### src/rtl/regfile_dump_reader_if.sv
// rtl/regfile_dump_reader_if.sv - output word stream of the register-file dump reader
// Ports: out_valid/out_ready handshake carrying out_data, out_index, out_last.
// master drives the word, slave returns out_ready.
interface regfile_dump_reader_if #(
    parameter int DATA_W = 32,
    parameter int ADDR_W = 5
);
    logic              out_valid;
    logic              out_ready;
    logic [DATA_W-1:0] out_data;
    logic [ADDR_W-1:0] out_index;
    logic              out_last;

    modport master (
        output out_valid,
        output out_data,
        output out_index,
        output out_last,
        input  out_ready
    );

    modport slave (
        input  out_valid,
        input  out_data,
        input  out_index,
        input  out_last,
        output out_ready
    );
endinterface

### src/rtl/regfile_dump_reader.sv
// rtl/regfile_dump_reader.sv - walks a register index range and streams each word out
// Ports: clk/resetn (async active-low); start/first_idx/last_idx/abort control;
// rf_raddr/rf_rdata debug read port; out_if word stream; busy, done pulse,
// checksum (XOR of accepted words of the current or most recent dump).
module regfile_dump_reader #(
    parameter int DATA_W = 32,
    parameter int ADDR_W = 5
) (
    input  logic                  clk,
    input  logic                  resetn,
    input  logic                  start,
    input  logic [ADDR_W-1:0]     first_idx,
    input  logic [ADDR_W-1:0]     last_idx,
    input  logic                  abort,
    output logic [ADDR_W-1:0]     rf_raddr,
    input  logic [DATA_W-1:0]     rf_rdata,
    regfile_dump_reader_if.master out_if,
    output logic                  busy,
    output logic                  done,
    output logic [DATA_W-1:0]     checksum
);

    typedef enum logic [1:0] {
        IDLE = 2'd0,
        LOAD = 2'd1,
        SEND = 2'd2,
        DONE = 2'd3
    } state_t;

    state_t            state_q, state_d;
    logic [ADDR_W-1:0] idx_q, idx_d;
    logic [ADDR_W-1:0] last_q, last_d;
    logic [DATA_W-1:0] data_q, data_d;
    logic [ADDR_W-1:0] index_q, index_d;
    logic              olast_q, olast_d;
    logic [DATA_W-1:0] cks_q, cks_d;

    always_ff @(posedge clk or negedge resetn) begin
        if (!resetn) begin
            state_q <= IDLE;
            idx_q   <= '0;
            last_q  <= '0;
            data_q  <= '0;
            index_q <= '0;
            olast_q <= 1'b0;
            cks_q   <= '0;
        end else begin
            state_q <= state_d;
            idx_q   <= idx_d;
            last_q  <= last_d;
            data_q  <= data_d;
            index_q <= index_d;
            olast_q <= olast_d;
            cks_q   <= cks_d;
        end
    end

    always_comb begin
        state_d = state_q;
        idx_d   = idx_q;
        last_d  = last_q;
        data_d  = data_q;
        index_d = index_q;
        olast_d = olast_q;
        cks_d   = cks_q;

        case (state_q)
            IDLE: begin
                // abort in IDLE only suppresses a coincident start
                if (start && !abort) begin
                    idx_d   = first_idx;
                    last_d  = last_idx;
                    cks_d   = '0;
                    state_d = LOAD;
                end
            end
            LOAD: begin
                if (abort) begin
                    state_d = IDLE;
                end else begin
                    data_d  = rf_rdata;
                    index_d = idx_q;
                    olast_d = (idx_q == last_q);
                    state_d = SEND;
                end
            end
            SEND: begin
                // abort wins over a simultaneous handshake: the word is not counted
                if (abort) begin
                    state_d = IDLE;
                end else if (out_if.out_ready) begin
                    cks_d = cks_q ^ data_q;
                    if (olast_q) begin
                        state_d = DONE;
                    end else begin
                        idx_d   = idx_q + 1'b1;
                        state_d = LOAD;
                    end
                end
            end
            DONE: begin
                state_d = IDLE;
            end
            default: begin
                state_d = IDLE;
            end
        endcase
    end

    // The read port always points at the current index; reads have no side effects.
    assign rf_raddr         = idx_q;
    assign out_if.out_valid = (state_q == SEND);
    assign out_if.out_data  = data_q;
    assign out_if.out_index = index_q;
    assign out_if.out_last  = olast_q;
    assign busy             = (state_q != IDLE);
    assign done             = (state_q == DONE);
    assign checksum         = cks_q;

endmodule
### src/flat_wrapper.sv
// flat-port wrapper written by rule: the top's interface ports become plain ports
module regfile_dump_reader_flat 
#(
    parameter int DATA_W = 32,
    parameter int ADDR_W = 5
)
  (clk, resetn, start, first_idx, last_idx, abort, rf_raddr, rf_rdata, busy, done, checksum, out_if_out_valid, out_if_out_data, out_if_out_index, out_if_out_last, out_if_out_ready);
  regfile_dump_reader_if #(.DATA_W(DATA_W), .ADDR_W(ADDR_W)) out_if_i ();
  input  logic clk;
  input  logic resetn;
  input  logic start;
  input  logic [ADDR_W-1:0] first_idx;
  input  logic [ADDR_W-1:0] last_idx;
  input  logic abort;
  output logic [ADDR_W-1:0] rf_raddr;
  input  logic [DATA_W-1:0] rf_rdata;
  output logic busy;
  output logic done;
  output logic [DATA_W-1:0] checksum;
  output wire logic [$bits(out_if_i.out_valid)-1:0] out_if_out_valid;
  output wire logic [$bits(out_if_i.out_data)-1:0] out_if_out_data;
  output wire logic [$bits(out_if_i.out_index)-1:0] out_if_out_index;
  output wire logic [$bits(out_if_i.out_last)-1:0] out_if_out_last;
  input wire logic [$bits(out_if_i.out_ready)-1:0] out_if_out_ready;
  assign out_if_out_valid = out_if_i.out_valid;
  assign out_if_out_data = out_if_i.out_data;
  assign out_if_out_index = out_if_i.out_index;
  assign out_if_out_last = out_if_i.out_last;
  assign out_if_i.out_ready = out_if_out_ready;
  regfile_dump_reader #(.DATA_W(DATA_W), .ADDR_W(ADDR_W)) u_core (.clk(clk), .resetn(resetn), .start(start), .first_idx(first_idx), .last_idx(last_idx), .abort(abort), .rf_raddr(rf_raddr), .rf_rdata(rf_rdata), .out_if(out_if_i), .busy(busy), .done(done), .checksum(checksum));
endmodule
### config.mk
export PLATFORM = sky130hd
export DESIGN_NAME = regfile_dump_reader_flat
export DESIGN_NICKNAME = d
export VERILOG_FILES = /design/src/rtl/regfile_dump_reader_if.sv /design/src/rtl/regfile_dump_reader.sv /design/src/flat_wrapper.sv
export SDC_FILE = /design/constraint.sdc
export NUM_CORES = 1
export LEC_CHECK = 0
export ABC_AREA = 1
export BUFFER_PORTS_ARGS = -buffer_cell sky130_fd_sc_hd__buf_2
export CAP_MARGIN = 25
export CELL_PAD_IN_SITES_DETAIL_PLACEMENT = 1
export CELL_PAD_IN_SITES_GLOBAL_PLACEMENT = 1
export CORE_MARGIN = 2
export CORE_UTILIZATION = 30
export DETAILED_ROUTE_END_ITERATION = 6
export HOLD_SLACK_MARGIN = 0.03
export PLACE_DENSITY_LB_ADDON = 0.1
export SLEW_MARGIN = 20
export SYNTH_ARGS = -nofsm -noshare
export SYNTH_HDL_FRONTEND = slang
export SYNTH_SLANG_ARGS = --single-unit
export TNS_END_PERCENT = 20
### constraint.sdc
create_clock -name clk -period 3.22 [get_ports clk]
set_input_delay 0.161 -clock clk [delete_from_list [all_inputs] [get_ports clk]]
set_output_delay 0.161 -clock clk [all_outputs]
set_load 0.02 [all_outputs]
==> results of run 1 <==
[sequential cells by signal (all words and copies together), names as in the netlist]
register                 count
u_core.checksum             32
u_core.last_q                5
u_core.out_if.out_data      32
u_core.out_if.out_index      5
u_core.out_if.out_last       1
u_core.rf_raddr              5
u_core.state_q               2
[logic make-up after synthesis]
| group | count (synthesis) | synth area share (%) |
|---|---|---|
| AO/OA/AOI/OAI | 82 | 12.9 |
| XOR/XNOR | 33 | 7.52 |
| adder cells (fa/ha/maj) | 1 | 0.325 |
| buffers and inverters | 69 | 8.37 |
| flip-flops | 82 | 53.4 |
| AND/OR/NAND/NOR | 167 | 17.5 |
[cell usage in the layout, fill, tap and decap left out, types with 2 or more instances in the layout]
cell type  count
o21ai_2       23
buf_4          2
o21ai_1        9
nor2_1         8
buf_2        123
o21ai_0       46
clkbuf_8       3
nand2_2        3
bufinv_16      2
dfrtp_1       82
a21oi_1        4
or2_2          2
xor2_1        33
clkbuf_16      9
inv_1         48
nand4_1        2
nand2_1      136
nand3_1       12
[critical path: cells and delay by family (launching register included)]
| family | cells | cell delay [ps] |
|---|---|---|
| and+or+nand+nor | 5 | 960 |
| AOI/OAI and AO/OA | 1 | 50 |
| DFF | 1 | 460 |
| buffers and inverters | 1 | 350 |
[worst max-delay path by stage]
| stage | start | endpoint | slack [ps] | cells after the start |
|---|---|---|---|---|
| CTS | u_core.state_q[0] | u_core.checksum[7] | 1220 | 7 |
| global route | u_core.state_q[0] | u_core.checksum[8] | 1070 | 7 |
| floorplan | u_core.state_q[1] | u_core.checksum[10] | 1850 | 8 |
| detailed placement | u_core.state_q[0] | u_core.checksum[4] | 1240 | 7 |
| global placement | u_core.state_q[0] | u_core.checksum[21] | 1320 | 7 |
| finish | u_core.state_q[0] | u_core.checksum[7] | 1260 | 7 |
[power by group]
group / switching [mW] / internal, mW
sequential: 0.263 / 1.28
clock: 0.427 / 0.742
combinational: 0.746 / 0.413
total: 1.44 / 2.44
[what timing repair did]
item / CTS / global route
setup endpoints to repair: 0 / 0
hold endpoints to repair: 82 / 0
hold buffers: 1 / 0
setup buffers: 0 / 0
[per-stage QoR]
stage | worst slack [ps] | area (µm²)
global route | 1070 | 4940
CTS | 1220 | 4940
floorplan | 1850 | 3840
detailed placement | 1240 | 4590
global placement | 1320 | 4580
finish | 1260 | 4940
[area by class of cell]
type / instances / area share [%]
flip-flops and latches: 82 / 41.6
multi-input cells: 283 / 29.9
repair buffers: 128 / 13.6
clock buffers: 12 / 5.40
well taps: 172 / 4.36
inverters: 49 / 3.73
clock inverters: 4 / 1.47
[routing by layer]
layer / track usage (%) / vias up / routed length, µm
met1: 21.1 / 1519 / 4720
met5: 0 / - / 0
met3: 2.94 / 11 / 479
met4: 6.59 / 0 / 165
met2: 23.3 / 79 / 4540
li1: - / 1587 / -
==> results.py, run 1 <==
metrics = {
    "outcome": {
        "status": "finished clean",
    },
    "die": {
        "rows": 41,
        "die_w_um": 117,
        "core_um2": 12600,
        "ios": 125,
        "die_y_um": 117,
        "initial_utilization_pct": 30.6,
        "dieArea_um2": 13700,
    },
    "worst_setup_path": {
        "reg2reg_setup_slack_ps": 1260,
        "worstPathRequired_ps": 3450,
        "arrival_ps": 2180,
        "cp-end-kind": "flip-flop",
        "path_max_fanout": 36,
        "crit_slowest_cell": "dfrtp_1",
        "startpoint_type": "flip-flop",
        "crit_top_cell": "nand2_2",
        "reg2regPathDepth": 7,
        "crit_path_max_incr_delay_ps": 460,
        "timing.rr.end": "u_core.checksum[7]",
        "timing.rr.start": "u_core.state_q[0]",
        "cp_cell_sequence": "nor2_2, nand2_2, nand2_2, nand2_2, buf_12, nand2_1, o21ai_2",
        "worst-setup-path-type": "reg2reg",
    },
    "finish": {
        "fin_util_pct": 39.3,
        "layout.nets": 601,
        "seq_area_um2": 2050,
        "n_antenna_cell": 0,
        "stdcell_count": 730,
        "multiInputGateArea_um2": 1480,
        "syn2layout_area_growth_pct": 28.5,
        "fillers": 1522,
        "drive_above_1_share_pct": 31.4,
    },
    "sta": {
        "fmax_mhz": 511,
        "slew_headroom_pct": 48.6,
        "skew_ps": 3.61,
        "slew_viol_final": 0,
        "rsz0062_at_grt": "no",
        "fin_crit_sh_pct": 60.7,
        "setup_viol": 0,
        "hold_viol_final": 0,
        "setup_tns_ps": 0,
        "period_needed_ps": 1960,
        "worst_slew_pin_slew_ps": 771,
        "hold_slack_ps": 59.1,
    },
    "synth": {
        "ys_ff_latch": 82,
        "synth_seq_area_share_pct": 53.4,
        "syn_area_um2": 3840,
        "syn_nets": 482,
        "synth_area_per_cell_um2": 8.86,
        "synthTopCellsByArea": "dfrtp_1 53%, nand2_1 13%, xor2_1 7.5%, o21ai_0 6.0%, o21ai_2 5.2%",
        "synth-async-reset-ratio_pct": 100,
        "netlist-cell-type-count": 23,
        "yosysMostFrequentCell": "nand2_1",
        "yosys_warnings": 0,
        "ys.flop_type": "dfrtp_1",
        "synth_common_cells": "136 x nand2_1, 82 x dfrtp_1, 48 x inv_1",
        "postSynthCellCount": 434,
        "synth_top_area_share_pct": 53.4,
        "synth_edf_count": 0,
        "yosys.area.top_type": "dfrtp_1",
    },
    "worst_hold_path": {
        "hold_depth": 3,
        "holdPathEnd": "u_core.last_q[1]",
        "hp-start": "last_idx[1]",
        "hold_class": "in2reg",
    },
    "placed_design": {
        "placed_cells": 713,
        "dp_hpwl_mm": 6.80,
        "port_buffers": 124,
        "place_congestion": 0.738,
    },
    "detailed_routing": {
        "drc": 0,
        "wl_mm": 9.91,
        "initialDrtViolationCount": 100,
        "wl_per_cell_um": 13.6,
        "first_pass_iters": 4,
        "via_per_inst": 4.38,
        "route.vias.total": 3196,
        "ant_nets": 0,
    },
    "global_route": {
        "grt_pass1_wl_mm": 16.1,
        "antenna_found_initial": 0,
        "grt_max_degree": 83,
        "grt_overflow": 0,
        "track_usage_pct": 15.2,
        "grt_pass1_vias": 3195,
    },
    "clock_network": {
        "cts_tree": "yes",
        "numCtsBuffers": 9,
        "clock_latency_ps": 340,
        "cts_root_buf": "clkbuf_16",
        "clock_path_buffers": 2,
        "cts_sinks": 82,
        "h-tree-depth": 3,
        "cts_resized": 0,
        "clkTransAtPathRegs_ps": 60,
    },
    "power_and_ir_drop": {
        "ir_drop_mv": 0.274,
        "power_mw": 3.88,
        "p_per_area_nw_per_um2": 785,
        "power_leakage_nw": 2.75,
    },
    "job": {
        "maxCapViolCount": 0,
    },
}
(Power assumes the default switching activity.)
==> run 2, diff against run 1 <==
==> constraint.sdc (replaced) <==
create_clock -name clk -period 1.6 [get_ports clk]
set_input_delay 0.08 -clock clk [delete_from_list [all_inputs] [get_ports clk]]
set_output_delay 0.08 -clock clk [all_outputs]
set_load 0.02 [all_outputs]
==> run 2 against run 1 <==
  * Highest routed layer unchanged
  * Design area increased by 9.0%
  * Sequential share of layout area decreased by 3.4 points
  * Global-route usage increased by 0.63 points
  * Total power increased by 98%
  * Clock power increased by 78%
  * Critical path type is now reg2out
  * Core utilization increased by 3.5 points
  * Die area unchanged
  * Final cell count increased by 6.0%
  * Sequential power increased by 100%
  * Clock skew increased by 1.4 ps
  * Critical endpoint is now out_if_out_valid
  * Clock-buffer cell count decreased by 1
==> results.py, run 2 (same netlist as run 1, synthesis figures left out) <==
metrics = {
    "outcome": {
        "status": "finished clean",
    },
    "sta": {
        "slew_viol_final": 0,
        "skew_ps": 5.00,
        "fin_crit_sh_pct": 93.6,
        "setup_viol": 0,
        "hold_viol_final": 0,
        "worst_slew_pin_slew_ps": 430,
        "period_needed_ps": 1500,
        "hold_slack_ps": 62.7,
        "slew_headroom_pct": 71.3,
        "setup_tns_ps": 0,
        "fmax_mhz": 668,
        "rsz0062_at_grt": "no",
    },
    "detailed_routing": {
        "via_per_inst": 4.33,
        "route.vias.total": 3352,
        "wl_per_cell_um": 13.6,
        "first_pass_iters": 4,
        "wl_mm": 10.5,
        "ant_nets": 0,
        "drc": 0,
        "initialDrtViolationCount": 115,
    },
    "die": {
        "die_y_um": 117,
        "core_um2": 12600,
        "dieArea_um2": 13700,
        "ios": 125,
        "rows": 41,
        "initial_utilization_pct": 30.6,
        "die_w_um": 117,
    },
    "power_and_ir_drop": {
        "power_leakage_nw": 2.95,
        "ir_drop_mv": 0.436,
        "p_per_area_nw_per_um2": 1430,
    },
    "finish": {
        "drive_above_1_share_pct": 30.2,
        "layout.nets": 647,
        "n_antenna_cell": 0,
        "fillers": 1517,
        "final_common_cell": "nand2_1",
        "syn2layout_area_growth_pct": 40.0,
        "mostFrequentLayoutCells": "136 x nand2_1, 123 x buf_2, 82 x dfrtp_1, 48 x inv_1, 46 x o21ai_0",
    },
    "worst_hold_path": {
        "hold_depth": 4,
        "hold_class": "in2reg",
        "holdPathEnd": "u_core.rf_raddr[3]",
        "hp-start": "first_idx[3]",
    },
    "global_route": {
        "grt_overflow": 0,
        "antenna_found_initial": 0,
        "grt_pass1_vias": 3363,
        "grt_max_degree": 53,
        "track_usage_pct": 15.9,
        "grt_pass1_wl_mm": 16.8,
    },
    "worst_setup_path": {
        "path_max_fanout": 24,
        "worst-setup-path-type": "reg2out",
        "startpoint_type": "flip-flop",
        "worst-path-buf-inv": 2,
        "cp-end-kind": "primary output",
        "arrival_ps": 1420,
        "timing.rr.start": "u_core.state_q[0]",
        "critPathTopFamily": "flip-flops",
        "reg2reg_setup_slack_ps": 160,
        "reg2regPathDepth": 7,
        "crit_path_max_incr_delay_ps": 460,
        "crit_slowest_cell": "dfrtp_1",
        "worstPathRequired_ps": 1520,
        "timing.rr.end": "u_core.checksum[15]",
        "cp_cell_sequence": "nor2_4, buf_8, buf_2",
    },
    "placed_design": {
        "port_buffers": 124,
        "place_congestion": 0.765,
        "dp_hpwl_mm": 7.16,
    },
    "clock_network": {
        "cts_tree": "yes",
        "h-tree-depth": 3,
        "clock_latency_ps": 340,
        "cts_sinks": 82,
        "clock_path_buffers": 2,
        "clkTransAtPathRegs_ps": 60,
        "cts_root_buf": "clkbuf_16",
        "numCtsBuffers": 9,
    },
    "job": {
        "maxCapViolCount": 0,
    },
}
-- run 2: changes by cell type in the layout (fill, tap and decap cells not counted), sizes merged --
cell / before / now
clkbuf: 12 / 11
clkinv: 1 / 2
clkinvlp: 1 / 0
bufinv: 2 / 1
dlygate4sd3: 1 / 38
buf: 127 / 136
-- run 2: power breakdown --
group | internal [mW] | switching (mW) | total (mW)
Clock | 1.27 | 0.809 | 2.08
Sequential | 2.59 | 0.515 | 3.10
Combinational | 0.955 | 1.55 | 2.51
Total | 4.81 | 2.88 | 7.69
-- run 2: per-stage QoR --
| step | cells | worst slack (ps) | utilization, % | power [mW] | area [µm²] |
|---|---|---|---|---|---|
| after floorplan | 434 | 234 | - | 4.63 | 3840 |
| after global placement | 722 | 219 | 37.4 | 5.54 | 4700 |
| after detailed placement | 722 | 162 | 37.4 | 5.60 | 4700 |
| after CTS | 774 | 44.6 | 42.8 | 7.83 | 5380 |
| after global routing | 774 | 22.4 | 42.8 | 8.25 | 5380 |
| final | 774 | 102 | 42.8 | 7.69 | 5380 |
-- run 2: how the worst max path moves through the flow --
| stage | cells after the start | slack [ps] | start | endpoint |
|---|---|---|---|---|
| 3_3_place_gp | 7 | 220 | u_core.state_q[0] | u_core.checksum[7] |
| 4_1_cts | 3 | 40 | u_core.state_q[0] | out_if_out_valid |
| 2_1_floorplan | 8 | 230 | u_core.state_q[1] | u_core.checksum[10] |
| 3_5_place_dp | 7 | 160 | u_core.state_q[0] | u_core.checksum[16] |
| 6_report | 3 | 100 | u_core.state_q[0] | out_if_out_valid |
| 5_1_grt | 4 | 20 | u_core.state_q[1] | out_if_out_valid |
-- run 2: final cells by class --
cell class	instances	area (µm²)	share of cell area [%]
clock buffer	11	253	4.70
multi-input combinational	283	1480	27.4
clock inverter	3	40.0	0.744
sequential	82	2050	38.1
timing repair buffer	174	1160	21.6
inverter	49	184	3.42
tap	172	215	4.00
-- run 2: routing by layer --
metal | track usage [%] | part of all wire, %
met4 | 6.51 | 1.9
met5 | 0 | 0
met3 | 3.09 | 4.2
met2 | 25.5 | 47
met1 | 21.0 | 47
-- run 2: repair_timing --
item / 4_1_cts / 5_1_grt
endpoints found under the hold margin: 65 / 0
hold buffers: 38 / 0
setup buffers: 0 / 0
endpoints found under the setup margin: 1 / 1
resized for setup: 1 / 1
-- run 2: tightest hold or removal path, cell delays in order --
cell	delay, ps
buf_2	70
or2_2	90
nand3_1	70
nand2_1	50
==> run 3, diff against run 2 <==
--- a/config.mk
+++ b/config.mk
@@ -10,10 +10,11 @@
 export CAP_MARGIN = 25
 export CELL_PAD_IN_SITES_DETAIL_PLACEMENT = 1
 export CELL_PAD_IN_SITES_GLOBAL_PLACEMENT = 1
-export CORE_MARGIN = 2
+export CORE_MARGIN = 4
 export CORE_UTILIZATION = 30
 export DETAILED_ROUTE_END_ITERATION = 6
 export HOLD_SLACK_MARGIN = 0.03
+export MAX_ROUTING_LAYER = met4
 export PLACE_DENSITY_LB_ADDON = 0.1
 export SLEW_MARGIN = 20
 export SYNTH_ARGS = -nofsm -noshare
==> run 3 against run 2 <==
  * Die area is 6.9% higher
  * Clock skew is 0.67 ps lower
  * Design area up 1.0%
  * Combinational power barely moved
  * Critical path depth increased by 1
  * Routed wire length rose by 3.8%
  * Clock-buffer cell count stayed put
  * Non-clock buffer count up 3
  * Largest power group unchanged
  * Final cell count up 0.65%
  * Sequential share of layout area decreased by 0.35 points
  * Global-route usage rose by 0.081 points
==> results.py, run 3 (same netlist as run 1, synthesis figures left out) <==
metrics = {
    "clock_network": {
        "clkTransAtPathRegs_ps": 60,
        "clock_path_buffers": 2,
        "clock_latency_ps": 340,
        "numCtsBuffers": 9,
        "h-tree-depth": 3,
        "cts_tree": "yes",
        "cts_sinks": 82,
        "cts_root_buf": "clkbuf_16",
    },
    "worst_setup_path": {
        "critPathLaunch": "u_core.state_q[1]",
        "worstPathRequired_ps": 1520,
        "cp-end-kind": "primary output",
        "worst-setup-path-type": "reg2out",
        "timing.rr.end": "u_core.checksum[23]",
        "path_max_fanout": 24,
        "arrival_ps": 1370,
        "cp-endpoint": "out_if_out_valid",
        "reg2regPathDepth": 6,
        "startpoint_type": "flip-flop",
        "timing.rr.start": "u_core.state_q[0]",
        "reg2reg_setup_slack_ps": 160,
    },
    "power_and_ir_drop": {
        "combPwrFrac_pct": 31.9,
        "p_per_area_nw_per_um2": 1450,
        "power_leakage_nw": 2.97,
        "swShare_pct": 37.1,
        "p_int_mw": 4.95,
        "switching_power_mw": 2.91,
        "ir_drop_mv": 0.467,
        "power_frac_clock_pct": 28.4,
        "p_seq_share_pct": 39.6,
    },
    "sta": {
        "hold_viol_final": 0,
        "rsz0062_at_grt": "no",
        "worst_slew_pin_slew_ps": 304,
        "skew_ps": 4.34,
        "fin_crit_sh_pct": 90.7,
        "hold_slack_ps": 68.4,
        "slew_viol_final": 0,
        "slew_headroom_pct": 79.7,
        "period_needed_ps": 1450,
        "setup_tns_ps": 0,
        "setup_viol": 0,
        "fmax_mhz": 689,
    },
    "detailed_routing": {
        "wl_mm": 10.9,
        "route.vias.total": 3391,
        "ant_nets": 0,
        "first_pass_iters": 4,
        "wl_per_cell_um": 14.0,
        "drc": 0,
        "initialDrtViolationCount": 138,
        "via_per_inst": 4.35,
    },
    "placed_design": {
        "dp_hpwl_mm": 7.55,
        "place_congestion": 0.805,
        "port_buffers": 124,
        "placed_cells": 723,
        "post_dp_cell_area_um2": 4680,
    },
    "global_route": {
        "grt_max_degree": 53,
        "grt_pass1_vias": 3498,
        "antenna_found_initial": 0,
        "grt_pass1_wl_mm": 17.8,
        "grt_overflow": 0,
        "track_usage_pct": 15.9,
    },
    "die": {
        "die_w_um": 121,
        "dieArea_um2": 14700,
        "die_y_um": 121,
        "ios": 125,
        "initial_utilization_pct": 30.6,
        "rows": 41,
        "core_um2": 12600,
    },
    "finish": {
        "syn2layout_area_growth_pct": 41.4,
        "final_common_cell": "nand2_1",
        "final_area_um2": 5440,
        "mostFrequentLayoutCells": "136 x nand2_1, 123 x buf_2, 81 x dfrtp_1, 48 x inv_1, 46 x o21ai_0",
        "n_antenna_cell": 0,
        "drive_above_1_share_pct": 30.8,
        "stdcell_count": 779,
        "layout.nets": 650,
        "fillers": 1485,
    },
    "worst_hold_path": {
        "hold_class": "in2reg",
    },
    "outcome": {
        "status": "finished clean",
    },
    "job": {
        "maxCapViolCount": 0,
    },
}
[run 3: cell types whose count changed in the layout (fill, tap and decap cells not counted), sizes merged]
cell / before / now
clkinvlp: 0 / 1
bufinv: 1 / 2
buf: 136 / 138
clkbuf: 11 / 12
[run 3: repair_timing]
item / CTS / global route
setup buffers: 0 / 1
hold endpoints to repair: 119 / 0
endpoints found under the setup margin: 1 / 25
pin swaps: 0 / 1
gates resized for setup: 3 / 2
cloned: 0 / 1
hold buffers: 38 / 0
[run 3: how the worst min path moves through the flow]
| stage | startpoint | end | slack (ps) | cells after the start |
|---|---|---|---|---|
| after floorplan | resetn | u_core.checksum[0] | -220 | 0 |
| after global placement | resetn | u_core.out_if.out_data[8] | -7 | 1 |
| after detailed placement | resetn | u_core.out_if.out_data[10] | -4 | 1 |
| after CTS | out_if_out_ready | u_core.state_q[1] | 50 | 4 |
| after global routing | first_idx[3] | u_core.rf_raddr[3] | 90 | 4 |
| final | out_if_out_ready | u_core.state_q[1] | 70 | 4 |
[run 3: per-stage QoR]
| stage | setup WS, ps | total power, mW | utilization (%) |
|---|---|---|---|
| global route | 19.7 | 8.40 | 43.3 |
| global placement | 166 | 5.54 | 37.3 |
| floorplan | 234 | 4.63 | - |
| detailed placement | 126 | 5.60 | 37.3 |
| finish | 148 | 7.86 | 43.3 |
| CTS | 10.3 | 7.98 | 42.9 |
[run 3: per-layer routing]
layer  track usage, %  routed length [µm]  vias up
met5                -                   0        -
met4             6.93                 203        0
met3             2.98                 481       12
met2             25.5                5320       80
met1             19.9                4900     1613
li1                 -                   -     1686
[run 3: area by class of cell]
cell class / count / area (µm²) / area share, %
clock buffers: 11 / 243 / 4.46
clock inverters: 5 / 77.6 / 1.43
inverters: 49 / 184 / 3.38
multi-input cells: 283 / 1480 / 27.2
flip-flops and latches: 82 / 2050 / 37.8
well taps: 172 / 215 / 3.96
repair buffers: 177 / 1180 / 21.8
[run 3: power groups by stage]
stage,sequential (mW),combinational [mW],clock (mW)
floorplan,3.63,0.994,0
global placement,3.15,2.39,0
detailed placement,3.16,2.44,0
CTS,3.13,2.52,2.33
global route,3.21,2.78,2.41
finish,3.11,2.51,2.24
[run 3: critical path, stage by stage (launching register included)]
cell and delay, ps:
dfrtp_2 420, inv_2 70, nor2_4 150, buf_12 190, buf_2 190
